### src/rtl/oam_line_evaluator.sv
// Per-scanline sprite evaluator: sweeps OAM during hblank and builds the line sprite list.
// Optional OAM_EVAL_OVF_EN: full sweep with overflow detection; otherwise the sweep stops once the list fills.
module oam_line_evaluator #(
    parameter int unsigned NUM_ENTRIES = 256,
    parameter int unsigned ADDR_W      = 8,
    parameter int unsigned MAX_SPRITES = 8,
    parameter int unsigned SPRITE_H    = 32,
    localparam int unsigned LW         = $clog2(MAX_SPRITES)
) (
    input  logic              clk,
    input  logic              reset,
    input  logic              start,
    input  logic [8:0]        line,
    output logic              busy,
    output logic              done,
    output logic [ADDR_W-1:0] oam_addr,
    output logic              oam_rw,
    input  logic [31:0]       oam_rdata,
    output logic              list_we,
    output logic [LW-1:0]     list_addr,
    output logic [31:0]       list_wdata,
    output logic [4:0]        list_row,
    output logic [LW:0]       sprite_count,
    output logic              overflow
);

    typedef enum logic [1:0] {
        IDLE,
        SCAN,
        FINISH
    } state_t;

    state_t            state_q;
    logic [8:0]        line_q;
    logic [LW:0]       hits_q;
    logic              issue_q;
    logic              valid_q;
    logic              last_q;
    logic              busy_q;
    logic              done_q;
    logic [ADDR_W-1:0] oam_addr_q;
    logic              list_we_q;
    logic [LW-1:0]     list_addr_q;
    logic [31:0]       list_wdata_q;
    logic [4:0]        list_row_q;
    logic [LW:0]       sprite_count_q;
`ifdef OAM_EVAL_OVF_EN
    logic              ovf_q;
    logic              overflow_q;
`endif

    logic [9:0] diff_d;
    logic       hit_d;
    logic       room_d;
    logic       last_addr_d;

    // Data on oam_rdata belongs to the address issued one clock earlier; valid_q marks it.
    always_comb begin
        diff_d      = {1'b0, line_q} - {1'b0, oam_rdata[18:10]};
        hit_d       = valid_q && oam_rdata[31] && (line_q >= oam_rdata[18:10])
                      && (diff_d < 10'(SPRITE_H));
        room_d      = hits_q < (LW+1)'(MAX_SPRITES);
        last_addr_d = oam_addr_q == ADDR_W'(NUM_ENTRIES - 1);
    end

    always_ff @(posedge clk or negedge reset) begin
        if (!reset) begin
            state_q        <= IDLE;
            line_q         <= '0;
            hits_q         <= '0;
            issue_q        <= 1'b0;
            valid_q        <= 1'b0;
            last_q         <= 1'b0;
            busy_q         <= 1'b0;
            done_q         <= 1'b0;
            oam_addr_q     <= '0;
            list_we_q      <= 1'b0;
            list_addr_q    <= '0;
            list_wdata_q   <= '0;
            list_row_q     <= '0;
            sprite_count_q <= '0;
`ifdef OAM_EVAL_OVF_EN
            ovf_q          <= 1'b0;
            overflow_q     <= 1'b0;
`endif
        end else begin
            list_we_q <= 1'b0;
            done_q    <= 1'b0;
            case (state_q)
                IDLE: begin
                    if (start) begin
                        line_q     <= line;
                        hits_q     <= '0;
                        oam_addr_q <= '0;
                        issue_q    <= 1'b1;
                        valid_q    <= 1'b0;
                        last_q     <= 1'b0;
                        busy_q     <= 1'b1;
`ifdef OAM_EVAL_OVF_EN
                        ovf_q      <= 1'b0;
`endif
                        state_q    <= SCAN;
                    end
                end
                SCAN: begin
                    valid_q <= issue_q;
                    last_q  <= issue_q && last_addr_d;
                    if (issue_q) begin
                        if (last_addr_d) begin
                            issue_q <= 1'b0;
                        end else begin
                            oam_addr_q <= oam_addr_q + 1'b1;
                        end
                    end
                    if (hit_d && room_d) begin
                        list_we_q    <= 1'b1;
                        list_addr_q  <= hits_q[LW-1:0];
                        list_wdata_q <= oam_rdata;
                        list_row_q   <= diff_d[4:0];
                        hits_q       <= hits_q + 1'b1;
                    end
                    if (valid_q && last_q) begin
                        state_q <= FINISH;
                    end
`ifdef OAM_EVAL_OVF_EN
                    if (hit_d && !room_d) begin
                        ovf_q <= 1'b1;
                    end
`else
                    // Filling the last slot ends the sweep; the read still in flight is dropped.
                    if (hit_d && hits_q == (LW+1)'(MAX_SPRITES - 1)) begin
                        issue_q <= 1'b0;
                        valid_q <= 1'b0;
                        last_q  <= 1'b0;
                        state_q <= FINISH;
                    end
`endif
                end
                FINISH: begin
                    sprite_count_q <= hits_q;
`ifdef OAM_EVAL_OVF_EN
                    overflow_q     <= ovf_q;
`endif
                    done_q         <= 1'b1;
                    busy_q         <= 1'b0;
                    state_q        <= IDLE;
                end
                default: state_q <= IDLE;
            endcase
        end
    end

    assign busy         = busy_q;
    assign done         = done_q;
    assign oam_addr     = oam_addr_q;
    assign oam_rw       = 1'b0;
    assign list_we      = list_we_q;
    assign list_addr    = list_addr_q;
    assign list_wdata   = list_wdata_q;
    assign list_row     = list_row_q;
    assign sprite_count = sprite_count_q;
`ifdef OAM_EVAL_OVF_EN
    assign overflow     = overflow_q;
`else
    assign overflow     = 1'b0;
`endif

endmodule

### config.mk
export PLATFORM = sky130hd
export DESIGN_NAME = oam_line_evaluator
export DESIGN_NICKNAME = d
export VERILOG_FILES = /design/src/rtl/oam_line_evaluator.sv
export SDC_FILE = /design/constraint.sdc
export NUM_CORES = 1
export LEC_CHECK = 0
export ABC_AREA = 1
export CORE_MARGIN = 2
export CORE_UTILIZATION = 40
export DETAILED_ROUTE_END_ITERATION = 8
export GPL_TIMING_DRIVEN = 1
export HOLD_SLACK_MARGIN = 0.02
export PLACE_DENSITY = 0.78
export SYNTH_ARGS = -nofsm -noshare
export SYNTH_HDL_FRONTEND = slang
export SYNTH_SLANG_ARGS = --single-unit
### constraint.sdc
create_clock -name clk -period 2.8 [get_ports clk]
set_clock_uncertainty 0.05 [all_clocks]
set_input_delay 0.56 -clock clk [delete_from_list [all_inputs] [get_ports clk]]
set_output_delay 0.56 -clock clk [all_outputs]
set_load 0.02 [all_outputs]
==> impl_results.md, run 1 <==
- Outcome: finished clean
- Post-synthesis adder-cell area fraction: 0.0463
- Die area: slightly above 9000 sq um
- Area leader, netlist: dfrtp_1
- Comb power frac: 0.368
- Synthesized area: between 3000 and 4000 sq um
- Maximum VDD drop: 425 uV
- # rows: 33
- Nets: between 500 and 600
- # DRC: 0
- Area growth from synthesis to layout: 39.5%
- Synthesized instance count: between 400 and 500
- PortBufs: between 90 and 100
- CP Class: in2reg
- First-pass GRT wire length: between 10000 and 15000 microns
- RD Place Congestion: around 0.82
- Commonest cells after routing, fill and taps aside: nand2_1, clkdlybuf4s50_1, dfrtp_1
- WP data required: between 2 and 3 ns
- Maximum Capacitance Violations: 0
- First-pass iteration count of the detailed router: 4
- Compound-Gate Fraction of Synth Area: 0.0606
- Cell variety after synth: 28
- Syn_area_per_cell: about 8.2 sq um
- Most numerous cell on the critical path: nand2_1
- Drt wl/cell: between 10 and 15 microns
- CP top delay family: simple AND/OR/NAND/NOR gates
- Vias in the first global route: a little under 3000
- Power density over cell area: between 700 and 800 nW/um^2
- Area contributors post-synth: dfrtp_1, nand2_1, inv_1
- Register share of total power: 0.396
- Internal Pwr Total: roughly 0.0023 W
- Placeable Area: roughly 8200 sq um
- CTS root buffer: clkbuf_8
- CTS H-tree depth: 3
- Switch Pwr: approximately 0.0013 W
- Simple-gate share of the synthesized area: 0.266
- Static Leakage: between 2 and 2.5 nW
- Synth Flop Type: dfrtp_1
- Crit path largest cell delay: between 0.4 and 0.5 ns
- Clock buffer depth: 2
- Maximum number of pins on one net before global-route repair: between 70 and 80
- Clk sink count: 73
- CP Launch Type: input pin
- Worst hold path class: in2async
- Main combinational cell family by area after synthesis: simple AND/OR/NAND/NOR gates
- Final setup fails: 0
- Most common cell after layout, fill and taps aside: nand2_1
- Worst slew pin tran: about 0.9 ns
- 1st-iter DRT viols: 67
- Max Slew Vio Count: 0
- Sequential area share after synthesis: 0.537
- Hold_ws: between 0.2 and 0.3 ns
- Cell Chain, Critical Path: clkdlybuf4s50_1, ha_1, fa_2, inv_1, nand2_1, nand2_1, nand3_1, nand2_1, nand2_1, nand2_1, nand2_1, nor2_2, buf_4, nand3_1, nand2_1, o21ai_0
- Post-synthesis mux area share: 0
- Remaining antenna violation count: 0
- Vias per cell: roughly 4.6
- Die width: 96.3 microns
- Flops & latches, synth: between 70 and 80
- Antenna violations before repair: 0
- Final core utilization: 0.578
- CTS tree: done
- Worst Setup End Kind: register
- Final hold vios: 0
- Grt ovf: 0
- XOR/XNOR share of the synthesized area: 0.0129
- Max-Slew Margin vs Limit: 0.404
- Synthesis Warnings: 0
- CP bufs+invs: 3
- Worst-path fanout max: 3
- Top Ports: 101
- Antenna fix cells: 0
- Min cycle time layout: 2.59 ns
- FF-to-FF setup slack: ~0.5 ns
- Fmax: ~390 MHz
- Share of layout cells above drive strength 1: 0.0701
- TritonCTS buffer count: 9
- TNS Setup: 0 ns
- WL final: approximately 7900 microns
- Share of flip-flops with an asynchronous set or reset: 1.00
- Area share of the largest cell type after synthesis: 0.537
- EDFF count, synth: 0
- CP arrival: 2.76 ns
- Clock power share: 0.235
- RSZ-0062 raised after global routing: no
- Die Y-Extent: about 96 microns
- Clk_lat worst skew: about 0.35 ns
- Initial Util: 0.414
- Worst-path clk slew: ~0.08 ns
- Hold-fix buffers, CTS: 0
- Slowest cell on crit path: clkdlybuf4s50_1
- Hpwl dp: a little under 6000 microns
- Tcrit/Tclk final: 0.925
- Total Routing Usage GR: 0.184
- Switch share: 0.361
- Vias: 2928
flip-flops by register name (all words and copies together) (netlist names), 2 cells and up:
register / count
sprite_count: 4
oam_addr: 8
list_wdata: 32
line_q: 9
state_q: 2
list_addr: 3
list_row: 5
hits_q: 4
synthesized netlist by cell type, types with 3 or more instances:
| library cell | instances |
|---|---|
| xor2_1 | 4 |
| ha_1 | 11 |
| nor3_1 | 3 |
| clkbuf_1 | 3 |
| o21ai_0 | 27 |
| inv_1 | 43 |
| a21oi_1 | 8 |
| nand3_1 | 15 |
| dfrtp_1 | 73 |
| nor2_1 | 19 |
| buf_6 | 5 |
| nand2_1 | 182 |
stage by stage:
step / std cells / worst slack [ns] / power [W] / area [sq um]
after floorplan: 415 / 0.422 / 0.00217 / 3410
after global placement: 617 / -0.153 / 0.00267 / 4530
after detailed placement: 617 / -0.285 / 0.00273 / 4530
after CTS: 633 / 0.0998 / 0.00357 / 4730
after global routing: 633 / 0.0165 / 0.00381 / 4750
final: 633 / 0.209 / 0.00356 / 4750
layout make-up:
cell class | count | area, sq um
Clock inverter | 7 | 77.6
Timing Repair Buffer | 109 | 1090
Fill cell | 738 | 3470
Tap cell | 105 | 131
Clock buffer | 9 | 124
Inverter | 45 | 169
Sequential cell | 73 | 1830
Multi-Input combinational cell | 285 | 1340
cell families after synthesis:
family	count (synthesis)
flip-flops	73
adder cells (fa/ha/maj)	12
buffers and inverters	57
XOR/XNOR	5
AND/OR/NAND/NOR	227
other	1
AO/OA/AOI/OAI	39
power by group through the flow:
stage                     registers [W]  logic (W)  clock network, W
after detailed placement        0.00143    0.00130                 0
final                           0.00141    0.00131          0.000837
after floorplan                 0.00158   0.000585                 0
after global routing            0.00144    0.00146          0.000909
after CTS                       0.00141    0.00131          0.000854
after global placement          0.00142    0.00125                 0
path summary, 6_finish.rpt:
kind	from	to	depth (start not counted)
setup / recovery	oam_rdata[10]	valid_q	16
hold / removal	reset	oam_addr[0]	1
setup reg to reg	line_q[0]	valid_q	16
hold reg to reg	state_q[0]	done	1
max in group asynchronous	reset	list_row[1]	1
min in group clk	state_q[0]	done	1
timing repair:
item                       CTS  global route
gates resized for setup      0             4
setup buffers                0             0
setup endpoints to repair    0            44
routing by layer:
layer,share of wire,GRT usage
met5,0,0
met4,0.017,0.0702
met3,0.067,0.0368
met2,0.47,0.317
met1,0.44,0.229
(Power assumes the default switching activity.)
==> inputs of run 2 (changes only) <==
Clock period 2.8 ns to 2.9 ns, I/O delays scaled along.
==> impl_results.md, run 2 (synthesis gave the netlist of run 1 again) <==
- Maximum number of pins on one net before global-route repair: 74
- CP Class: in2reg
- Grt ovf: 0
- Most common cell after layout, fill and taps aside: nand2_1
- CTS H-tree depth: 3
- CP arrival: around 2.9 ns
- CTS root buffer: clkbuf_8
- Crit path largest cell delay: ~0.42 ns
- Die area: slightly above 9000 sq um
- Dpl cell area: around 4500 sq um
- 1st-iter DRT viols: 97
- Static Leakage: 2.45 nW
- CP Launch Type: input pin
- Top Ports: roughly 100
- Worst hold path class: in2async
- RD Place Congestion: 0.820
- Max-Slew Margin vs Limit: 0.393
- Clk sink count: 73
- Clock buffer depth: 2
- Power density over cell area: 735 nW/um^2
- WP data required: about 3.1 ns
- Die width: between 90 and 100 microns
- Antenna violations before repair: 0
- Worst-path fanout max: 28
- Final setup fails: 0
- Vias per cell: about 4.7
- Max Slew Vio Count: 0
- # rows: 33
- Area growth from synthesis to layout: 39.8%
- Worst-path clk slew: about 0.08 ns
- Drt wl/cell: between 10 and 15 microns
- Min cycle time layout: around 2.7 ns
- Outcome: finished clean
- Fmax: roughly 370 MHz
- # DRC: 0
- CP Launch Point: oam_rdata[10]
- Clk_lat worst skew: approximately 0.35 ns
- Vias in the first global route: 2952
- Antenna fix cells: 0
- Total Routing Usage GR: 0.180
- Share of layout cells above drive strength 1: 0.0627
- Initial Util: 0.414
- TNS Setup: 0 ns
- Vias: around 3000
- CTS tree: done
- Nets: slightly below 600
- Worst Setup End Kind: register
- Final hold vios: 0
- RSZ-0062 raised after global routing: no
- Max FFs per register: 32
- Maximum VDD drop: ~440 uV
- Remaining antenna violation count: 0
- Most numerous cell on the critical path: nand2_1
- Maximum Capacitance Violations: 0
- PortBufs: between 90 and 100
- RR Startpoint: line_q[0]
- Hold-fix buffers, CTS: 0
- Placeable Area: between 8000 and 9000 sq um
- Die Y-Extent: ~96 microns
- Slowest cell on crit path: clkdlybuf4s50_1
- Hpwl dp: 5880 microns
- Worst slew pin tran: 0.910 ns
- Tcrit/Tclk final: 0.922
- TritonCTS buffer count: 9
- Post-route cell area: around 4800 sq um
- First-pass GRT wire length: roughly 13000 microns
- Commonest cells after routing, fill and taps aside: nand2_1, clkdlybuf4s50_1, dfrtp_1
- First-pass iteration count of the detailed router: 5
- Cell Chain, Critical Path: clkdlybuf4s50_1, ha_1, fa_2, inv_1, nand2_1, nand2_1, nand4_1, nand2_1, nand2_1, nor2_1, nand3_4, buf_12, nand2_1, o21ai_0
- WL final: roughly 8000 microns
## run 2: metrics by stage
step	hold WS, ns	std cells	util	total power, W	setup WS [ns]
6_report	0.278	631	0.579	0.00350	0.227
3_3_place_gp	0.399	615	0.550	0.00257	-0.0723
4_1_cts	0.323	631	0.577	0.00353	0.201
5_1_grt	0.372	631	0.579	0.00375	0.00597
2_1_floorplan	0.234	415	-	0.00209	0.502
3_5_place_dp	0.405	615	0.550	0.00262	-0.178
## run 2: layer usage
metal	global-route usage	vias up	share of wire
li1	-	1487	-
met1	0.215	1377	0.43
met2	0.318	101	0.49
met3	0.0493	4	0.074
met4	0.0464	0	0.0056
met5	0	-	0
## run 2: timing repair
action / in CTS / in global routing
buffers inserted: 0 / 0
endpoints found under the setup margin: 0 / 14
endpoints found under the hold margin: 0 / 0
gates resized for setup: 0 / 3
## run 2: critical path, delay by kind of cell
kind            cells  cell delay, ns
compound gates      1            0.09
simple gates        8            0.90
buf+inv             3            0.67
fa+ha+maj           2            0.60
## run 2: cell type report
cell class                 count  area [sq um]
fill                         762          3460
sequential                    73          1830
multi-input combinational    285          1340
timing repair buffer         107          1070
inverter                      45           169
tap                          105           131
clock buffer                   9           124
clock inverter                 7           103
## run 2: worst paths after layout
check / cells past startpoint / to / slack (ns)
max reg2reg: 14 / hits_q[0] / 0.54
min reg2reg: 1 / done / 0.41
max: 14 / hits_q[0] / 0.23
min in group clk: 1 / done / 0.41
min: 1 / oam_addr[0] / 0.28
max in group asynchronous: 1 / list_wdata[18] / 1.89
## run 2: power by group
| group | switching (W) | internal, W |
|---|---|---|
| combinational | 0.000692 | 0.000556 |
| clock | 0.000398 | 0.000491 |
| sequential | 0.000137 | 0.00122 |
| total | 0.00123 | 0.00227 |
